==> src/rtl/jk_to_t_reg.sv <==
// jk_to_t_reg: T flip-flop register fed by JK commands through a 2-deep FIFO.
// Optional saturating toggle counter: define JK2T_TOGGLE_CNT_EN.
//
// Ports:
//   clk, rst_n              clock, async active-low reset
//   cmd_valid/cmd_ready     command handshake (ready = FIFO not full)
//   cmd_j, cmd_k            JK command vectors
//   en                      allow FIFO head to be applied
//   cnt_clr                 sync clear of toggle counter
//   q, t_out                register state, last applied T mask
//   upd_valid               pulse: q/t_out updated at previous edge
//   toggle_cnt              saturating toggled-bit count (0 if not built)
module jk_to_t_reg #(
    parameter int WIDTH = 8,
    parameter int CNT_W = 16
) (
    input  logic             clk,
    input  logic             rst_n,
    input  logic             cmd_valid,
    output logic             cmd_ready,
    input  logic [WIDTH-1:0] cmd_j,
    input  logic [WIDTH-1:0] cmd_k,
    input  logic             en,
    input  logic             cnt_clr,
    output logic [WIDTH-1:0] q,
    output logic [WIDTH-1:0] t_out,
    output logic             upd_valid,
    output logic [CNT_W-1:0] toggle_cnt
);

    localparam int EW = 2 * WIDTH;

    logic [EW-1:0]    mem [2];
    logic             wp;
    logic             rp;
    logic [1:0]       occ;
    logic             full;
    logic             empty;
    logic             push;
    logic             pop;
    logic [WIDTH-1:0] hj;
    logic [WIDTH-1:0] hk;
    logic [WIDTH-1:0] t;

    assign full      = (occ == 2'd2);
    assign empty     = (occ == 2'd0);
    assign cmd_ready = !full;
    assign push      = cmd_valid && !full;
    assign pop       = !empty && en;

    assign hj = mem[rp][EW-1:WIDTH];
    assign hk = mem[rp][WIDTH-1:0];
    assign t  = (hj & ~q) | (hk & q);

    always_ff @(posedge clk or negedge rst_n) begin
        if (!rst_n) begin
            mem[0] <= '0;
            mem[1] <= '0;
            wp     <= 1'b0;
            rp     <= 1'b0;
            occ    <= 2'd0;
        end else begin
            if (push) begin
                mem[wp] <= {cmd_j, cmd_k};
                wp      <= !wp;
            end
            if (pop) begin
                rp <= !rp;
            end
            unique case (1'b1)
                push && !pop: occ <= occ + 2'd1;
                pop && !push: occ <= occ - 2'd1;
                default:      occ <= occ;
            endcase
        end
    end

    always_ff @(posedge clk or negedge rst_n) begin
        if (!rst_n) begin
            q         <= '0;
            t_out     <= '0;
            upd_valid <= 1'b0;
        end else begin
            upd_valid <= pop;
            if (pop) begin
                q     <= q ^ t;
                t_out <= t;
            end
        end
    end

`ifdef JK2T_TOGGLE_CNT_EN
    logic [CNT_W:0]   pc;
    logic [CNT_W:0]   sum;
    logic [CNT_W-1:0] cnt;

    // One extra bit so the carry out flags saturation.
    always_comb begin
        pc = '0;
        for (int i = 0; i < WIDTH; i++) begin
            pc = pc + {{CNT_W{1'b0}}, t[i]};
        end
        sum = {1'b0, cnt} + pc;
    end

    always_ff @(posedge clk or negedge rst_n) begin
        if (!rst_n) begin
            cnt <= '0;
        end else if (cnt_clr) begin
            cnt <= '0;
        end else if (pop) begin
            cnt <= sum[CNT_W] ? '1 : sum[CNT_W-1:0];
        end
    end

    assign toggle_cnt = cnt;
`else
    logic unused_cnt_clr;

    assign unused_cnt_clr = cnt_clr;
    assign toggle_cnt     = '0;
`endif

endmodule
==> config.mk <==
export PLATFORM = sky130hd
export DESIGN_NAME = jk_to_t_reg
export DESIGN_NICKNAME = d
export VERILOG_FILES = /design/src/rtl/jk_to_t_reg.sv
export SDC_FILE = /design/constraint.sdc
export NUM_CORES = 1
export LEC_CHECK = 0
export ABC_AREA = 1
export CORE_AREA = 2 2 68 118
export DETAILED_ROUTE_END_ITERATION = 10
export DIE_AREA = 0 0 70 120
export SYNTH_ARGS = -nofsm -noshare
export SYNTH_HDL_FRONTEND = slang
export SYNTH_SLANG_ARGS = --single-unit
==> constraint.sdc <==
create_clock -name clk -period 1.85 [get_ports clk]
set_input_delay 0.37 -clock clk [delete_from_list [all_inputs] [get_ports clk]]
set_output_delay 0.37 -clock clk [all_outputs]
set_load 0.02 [all_outputs]
==> impl_metrics.yaml, run 1 <==
run_status:
  status: "complete, no violations"
yosys:
  synth_adder_area_share_pct: 0.4943
  ys_types: 24
  synthMuxAreaShare_pct: 0
  synth-simple-area-share_pct: 25.21
  syn-cell-area_um2: 2531
  synth-xor-area-share_pct: 1.038
  synth-seq-cells: 53
  synth_top_family_by_area: "simple AND/OR/NAND/NOR gates"
  syn_area_per_cell_um2: 8.698
  syn_inst: 291
  synth_compound_area_share_pct: 7.909
  ys_seq_area_share_pct: 52.40
  yosys_warnings: 0
pwr:
  clkPwrFrac_pct: 19.4
  pwr-share-seq_pct: 39.1
  power.density_nw_per_um2: 1724
  p_leak_nw: 1.578
  irDropWorstVdd_uv: 638.7
  pwr-share-comb_pct: 41.6
  p_sw_share_pct: 38.33
  p_switching_mw: 2.030
  internal-power_mw: 3.266
floorplanning:
  io_pins: 55
  start_util_pct: 33.92
  std_cell_rows: 42
  core_area_um2: 7462
  die_w_um: 70
  fp.dieH_um: 120
  die_area_um2: 8400
sta:
  fin_crit_sh_pct: 91.59
  final-setup-viol-count: 0
  max_freq_mhz: 590.2
  rsz0062_at_grt: "no"
  fin_setup_tns_ps: 0
  slew_violations: 0
  layout_min_cycle_time_ps: 1694
  clock_skew_ps: 5.365
  final-hold-violation-count: 0
cells_and_area:
  final_cell_mix: "nand2_1 (104), dfrtp_1 (53), clkdlybuf4s50_1 (35)"
  final_common_cell: "nand2_1"
  layout.cells.non_filler: 418
  diodes: 0
  final_cell_area_um2: 3072
  syn2layout_area_growth_pct: 21.35
  drive_gt1_share_pct: 9.394
  nets: 352
route:
  ant_nets: 0
  drtPass1Iterations: 4
  dr_total_vias: 1883
  drtIter0Drc: 117
  wl_per_cell_um: 11.93
  vias_per_cell: 4.505
  routed_wl_um: 4988
  drc: 0
clock_network:
  cts_root_buffer: "clkbuf_16"
  cts_setup_buffers: 0
  holdBufCountCts: 0
  clock_sinks: 53
  clockBufferDepth: 2
  cts_tree: "yes"
  cts_buffers: 5
  clock_latency_ps: 290
  htreeDepth: 2
  path_clk_slew_ps: 70
worst_setup_path:
  crit_fanout: 4
  r2r_setup_slack_ps: 450
  timing.critical_path.cells: "clkdlybuf4s50_1"
  crit_start: "q[3]$_DFFE_PN0P_"
  cpMaxStageDelayCell: "clkdlybuf4s50_1"
  critical_path_class: "reg2out"
  worst-endpoint-arrival_ps: 1320
  r2r_start: "rp$_DFFE_PN0P_"
  r2r_cells: 6
  cpPeakStageDelay_ps: 630
  end_kind: "primary output"
  critical-path-top-delay-family: "buffers and inverters"
  worstPathRequired_ps: 1480
  r2r_end: "q[6]$_DFFE_PN0P_"
  startpoint_type: "flop"
  worst-path-buf-inv: 1
grt:
  grt_pass1_wl_um: 8445
  grt_usage_pct: 12.68
  gr-total-overflow: 0
  grt_pass1_vias: 1834
  grt_max_degree: 54
  antenna_found_initial: 0
hold_path:
  hp-class: "in2async"
placement:
  port_buffers: 37
  place_area_um2: 2913
  dp_hpwl_um: 3411
  dp_cells: 411
  place_congestion: 0.7316
job:
  max-cap-violations: 0
cell usage after synthesis:
| cell type | count | area, um^2 |
|---|---|---|
| nand2_1 | 104 | 390.4 |
| dfrtp_1 | 53 | 1326 |
| inv_1 | 28 | 105.1 |
| o21ai_0 | 27 | 135.1 |
| nand3_1 | 23 | 115.1 |
| buf_4 | 16 | 120.1 |
| a21oi_1 | 5 | 25.02 |
| buf_6 | 5 | 56.30 |
| or2_2 | 5 | 31.28 |
| buf_2 | 4 | 20.02 |
| o21ai_2 | 4 | 35.03 |
| nand2_4 | 2 | 22.52 |
| nand3b_1 | 2 | 15.01 |
| nor2_8 | 2 | 40.04 |
| xnor2_1 | 2 | 17.52 |
| buf_8 | 1 | 15.01 |
| clkbuf_1 | 1 | 3.750 |
| conb_1 | 1 | 3.750 |
| ha_1 | 1 | 12.51 |
| inv_2 | 1 | 3.750 |
| nand3_4 | 1 | 17.52 |
| nor2_2 | 1 | 6.260 |
| o21ai_1 | 1 | 5.000 |
| xor2_1 | 1 | 8.760 |
worst max path at each step:
stage	end	slack, ps	depth (start not counted)
2_1_floorplan	occ[1]$_DFFE_PN0P_	360	7
3_3_place_gp	occ[1]$_DFFE_PN0P_	120	6
3_5_place_dp	occ[1]$_DFFE_PN0P_	110	6
4_1_cts	q[3]	130	1
5_1_grt	q[3]	100	1
6_report	q[3]	160	1
through the flow:
step           setup WS, ps  power, mW  hold WS (ps)  util (%)
5_1_grt               98.83      5.731         93.27     41.16
2_1_floorplan         356.9      3.615         74.41         -
3_3_place_gp          118.1      4.279         386.7     39.03
4_1_cts               132.5      5.380         72.78     41.16
3_5_place_dp          114.6      4.337         386.5     39.03
6_report              155.6      5.296         62.91     41.16
sequential cells by signal, indices dropped and copies added (netlist names):
signal     cells
mem           32
q              8
t_out          8
occ            2
rp             1
upd_valid      1
wp             1
cell type report:
cell class / instances / area [um^2]
multi-input cells: 197 / 937.1
fillers: 758 / 4390
repair buffers: 44 / 429.2
flip-flops and latches: 53 / 1326
clock inverters: 2 / 35.03
well taps: 88 / 110.1
inverters: 29 / 108.9
clock buffers: 5 / 125.1
layer usage:
metal	part of all wire, %	vias up	global-route usage, %
met4	1.7	0	5.769
met3	3.9	4	2.351
met1	41	879	14.13
li1	-	958	-
met5	0	-	0
met2	54	42	22.98
what timing repair did:
| item | 4_1_cts | 5_1_grt |
|---|---|---|
| endpoints found under the setup margin | 1 | 0 |
| gates resized for setup | 1 | 0 |
| endpoints found under the hold margin | 0 | 0 |
cell families after synthesis:
| logic type | after synthesis |
|---|---|
| AND/OR/NAND/NOR | 140 |
| flip-flops | 53 |
| AO/OA/AOI/OAI | 37 |
| buffers and inverters | 56 |
| XOR/XNOR | 3 |
| other | 1 |
| adder cells (fa/ha/maj) | 1 |
power by group through the flow:
stage / registers (mW) / logic [mW] / clock network (mW)
6_report: 2.07 / 2.20 / 1.03
5_1_grt: 2.15 / 2.48 / 1.10
4_1_cts: 2.08 / 2.24 / 1.06
3_5_place_dp: 2.10 / 2.24 / 0
3_3_place_gp: 2.08 / 2.20 / 0
2_1_floorplan: 2.21 / 1.41 / 0
(Power assumes the default switching activity.)
==> run 2, diff against run 1 <==
==> config.mk (replaced) <==
export PLATFORM = sky130hd
export DESIGN_NAME = jk_to_t_reg
export DESIGN_NICKNAME = d
export VERILOG_FILES = /design/src/rtl/jk_to_t_reg.sv
export SDC_FILE = /design/constraint.sdc
export NUM_CORES = 1
export LEC_CHECK = 0
export CORE_AREA = 2 2 66 114
export DETAILED_ROUTE_END_ITERATION = 10
export DIE_AREA = 0 0 68 116
export GPL_TIMING_DRIVEN = 1
export SKIP_LAST_GASP = 1
export SYNTH_ARGS = -nofsm -noshare
export SYNTH_HDL_FRONTEND = slang
export SYNTH_SLANG_ARGS = --single-unit
==> run 2 against run 1 <==
Net effect:
- synthesized cell count is 38% lower
- critical path depth stayed put
- flip-flop and latch count unchanged
- maximum frequency shrank 0.28%
- sequential share of layout area grew 1.2 points
- clock-buffer cell count grew 2
- design area decreased by 2.8%
- non-clock buffer count did not move
- via count shrank 23%
- die area fell by 6.1%
- setup slack worse by 4.8 ps
- first-iteration DRC count is 53% lower
==> impl_metrics.yaml, run 2 <==
pwr:
  internal-power_mw: 3.558
  clkPwrFrac_pct: 18.3
  p_sw_share_pct: 33.54
  pwr-share-comb_pct: 42.4
  power.density_nw_per_um2: 1793
  p_leak_nw: 1.324
  power_mw: 5.353
  p_switching_mw: 1.795
  pwr-share-seq_pct: 39.3
  irDropWorstVdd_uv: 582.1
floorplanning:
  fp.dieH_um: 116
  std_cell_rows: 40
  start_util_pct: 34.24
  die_area_um2: 7888
  io_pins: 55
  die_w_um: 68
  core_area_um2: 6907
worst_setup_path:
  r2r_start: "occ[0]$_DFFE_PN0P_"
  worst-path-buf-inv: 1
  cpMaxStageDelayCell: "clkdlybuf4s50_1"
  cpPeakStageDelay_ps: 630
  worst-endpoint-arrival_ps: 1330
  r2r_setup_slack_ps: 400
  worstPathRequired_ps: 1480
  crit_fanout: 4
  end_kind: "primary output"
  startpoint_type: "flop"
  critical-path-top-delay-family: "buffers and inverters"
  critical_path_class: "reg2out"
  timing.critical_path.cells: "clkdlybuf4s50_1"
  crit_start: "q[7]$_DFFE_PN0P_"
clock_network:
  clockBufferDepth: 2
  htreeDepth: 2
  cts_setup_buffers: 0
  cts_buffers: 5
  cts_root_buffer: "clkbuf_16"
  clock_latency_ps: 290
  clock_sinks: 53
  path_clk_slew_ps: 70
  cts_tree: "yes"
cells_and_area:
  final_cell_mix: "dfrtp_1 (53), clkdlybuf4s50_1 (35), mux2_2 (22)"
  top_regs: "mem x32, q x8, t_out x8"
  fin_util_pct: 43.22
  drive_gt1_share_pct: 18.47
  largest_register_ff_count: 32
  diodes: 0
  seq_area_um2: 1326
  n_fill_cell: 681
  multi_input_area_um2: 925.9
  nets: 243
  layout.cells.non_filler: 306
  regMostFlops: "mem"
  final_common_cell: "dfrtp_1"
  syn2layout_area_growth_pct: 26.24
  final_cell_area_um2: 2985
run_status:
  status: "complete, no violations"
yosys:
  syn-cell-area_um2: 2365
  synth_flop_cell: "dfrtp_1"
  synth_common_cells: "dfrtp_1 (53), mux2_2 (22), buf_4 (17)"
  yosys_warnings: 0
  syn_inst: 179
  synth-edff-count: 0
  yosysMostFrequentCell: "dfrtp_1"
  synthArstFlopShare_pct: 100.0
  synth-seq-cells: 53
  synthTopCellsByArea: "dfrtp_1 (56%), mux2_2 (10%), mux2i_1 (6.8%)"
  synth_top_area_share_pct: 56.08
  synth_area_leader_cell: "dfrtp_1"
  ys_seq_area_share_pct: 56.08
  syn_area_per_cell_um2: 13.21
  ys_types: 22
grt:
  gr-total-overflow: 0
  grt_pass1_vias: 1476
  grt_pass1_wl_um: 7376
  antenna_found_initial: 0
  grt_usage_pct: 12.82
  grt_max_degree: 34
route:
  drtIter0Drc: 55
  vias_per_cell: 4.748
  dr_total_vias: 1453
  ant_nets: 0
  drc: 0
  wl_per_cell_um: 14.31
  drtPass1Iterations: 5
  routed_wl_um: 4378
hold_path:
  hp-class: "in2async"
sta:
  slew_violations: 0
  final-hold-violation-count: 0
  layout_min_cycle_time_ps: 1699
  final-setup-viol-count: 0
  timing.hold.ws_ps: 18.58
  worst_slack_ps: 150.8
  fin_crit_sh_pct: 91.85
  clock_skew_ps: 2.466
  rsz0062_at_grt: "no"
  max_freq_mhz: 588.5
  fin_setup_tns_ps: 0
placement:
  dp_hpwl_um: 3102
  dp_cells: 298
  port_buffers: 37
  place_congestion: 0.6944
  place_area_um2: 2829
  dp_slack_ps: 89.87
job:
  max-cap-violations: 0
## run 2: cell types whose count changed in the layout (fill, tap and decap cells not counted), moves of 9 or more
cell,change
inv_1,-27
mux2_1,+10
mux2_2,+22
mux2i_1,+16
nand2_1,-103
nand3_1,-23
nor2_1,+9
o21ai_0,-19
## run 2: cell families after synthesis
family	share of synthesized area [%]
flip-flops	56.08
multiplexers	22.01
AND/OR/NAND/NOR	6.772
buffers and inverters	7.301
AO/OA/AOI/OAI	5.291
XOR/XNOR	1.852
adder cells (fa/ha/maj)	0.5290
other	0.1586
## run 2: metal layers
layer	wire length (um)	vias to the layer above	GRT usage, %
met2	2322	45	21.49
met3	228	6	3.495
met1	1721	725	14.65
met4	106	0	6.400
met5	0	-	0
li1	-	677	-
## run 2: layout make-up
class                   instances  area share, %
clock inverters                 1         0.1676
flip-flops and latches         53          44.43
repair buffers                 44          15.63
clock buffers                   7          5.113
multi-input cells             116          31.01
well taps                      84          3.521
inverters                       1         0.1257
## run 2: power by group through the flow
stage | Sequential [mW] | Combinational, mW | Clock, mW
2_1_floorplan | 2.26 | 1.37 | 0
3_3_place_gp | 2.11 | 2.28 | 0
3_5_place_dp | 2.13 | 2.31 | 0
4_1_cts | 2.11 | 2.31 | 1.01
5_1_grt | 2.20 | 2.48 | 1.05
6_report | 2.10 | 2.27 | 0.980
## run 2: path summary, 6_finish.rpt
path | endpoint | cells after the start
max | q[7] | 1
max in group asynchronous | mem[17]$_DFFE_PN0P_ | 2
min reg2reg | mem[22]$_DFFE_PN0P_ | 1
min | occ[1]$_DFFE_PN0P_ | 1
min in group clk | mem[22]$_DFFE_PN0P_ | 1
max reg2reg | mem[28]$_DFFE_PN0P_ | 4
## run 2: repair_timing
action                                  in CTS  in global routing
resized for setup                            1                  0
endpoints found under the setup margin       1                  0
hold buffers                                 0                  0
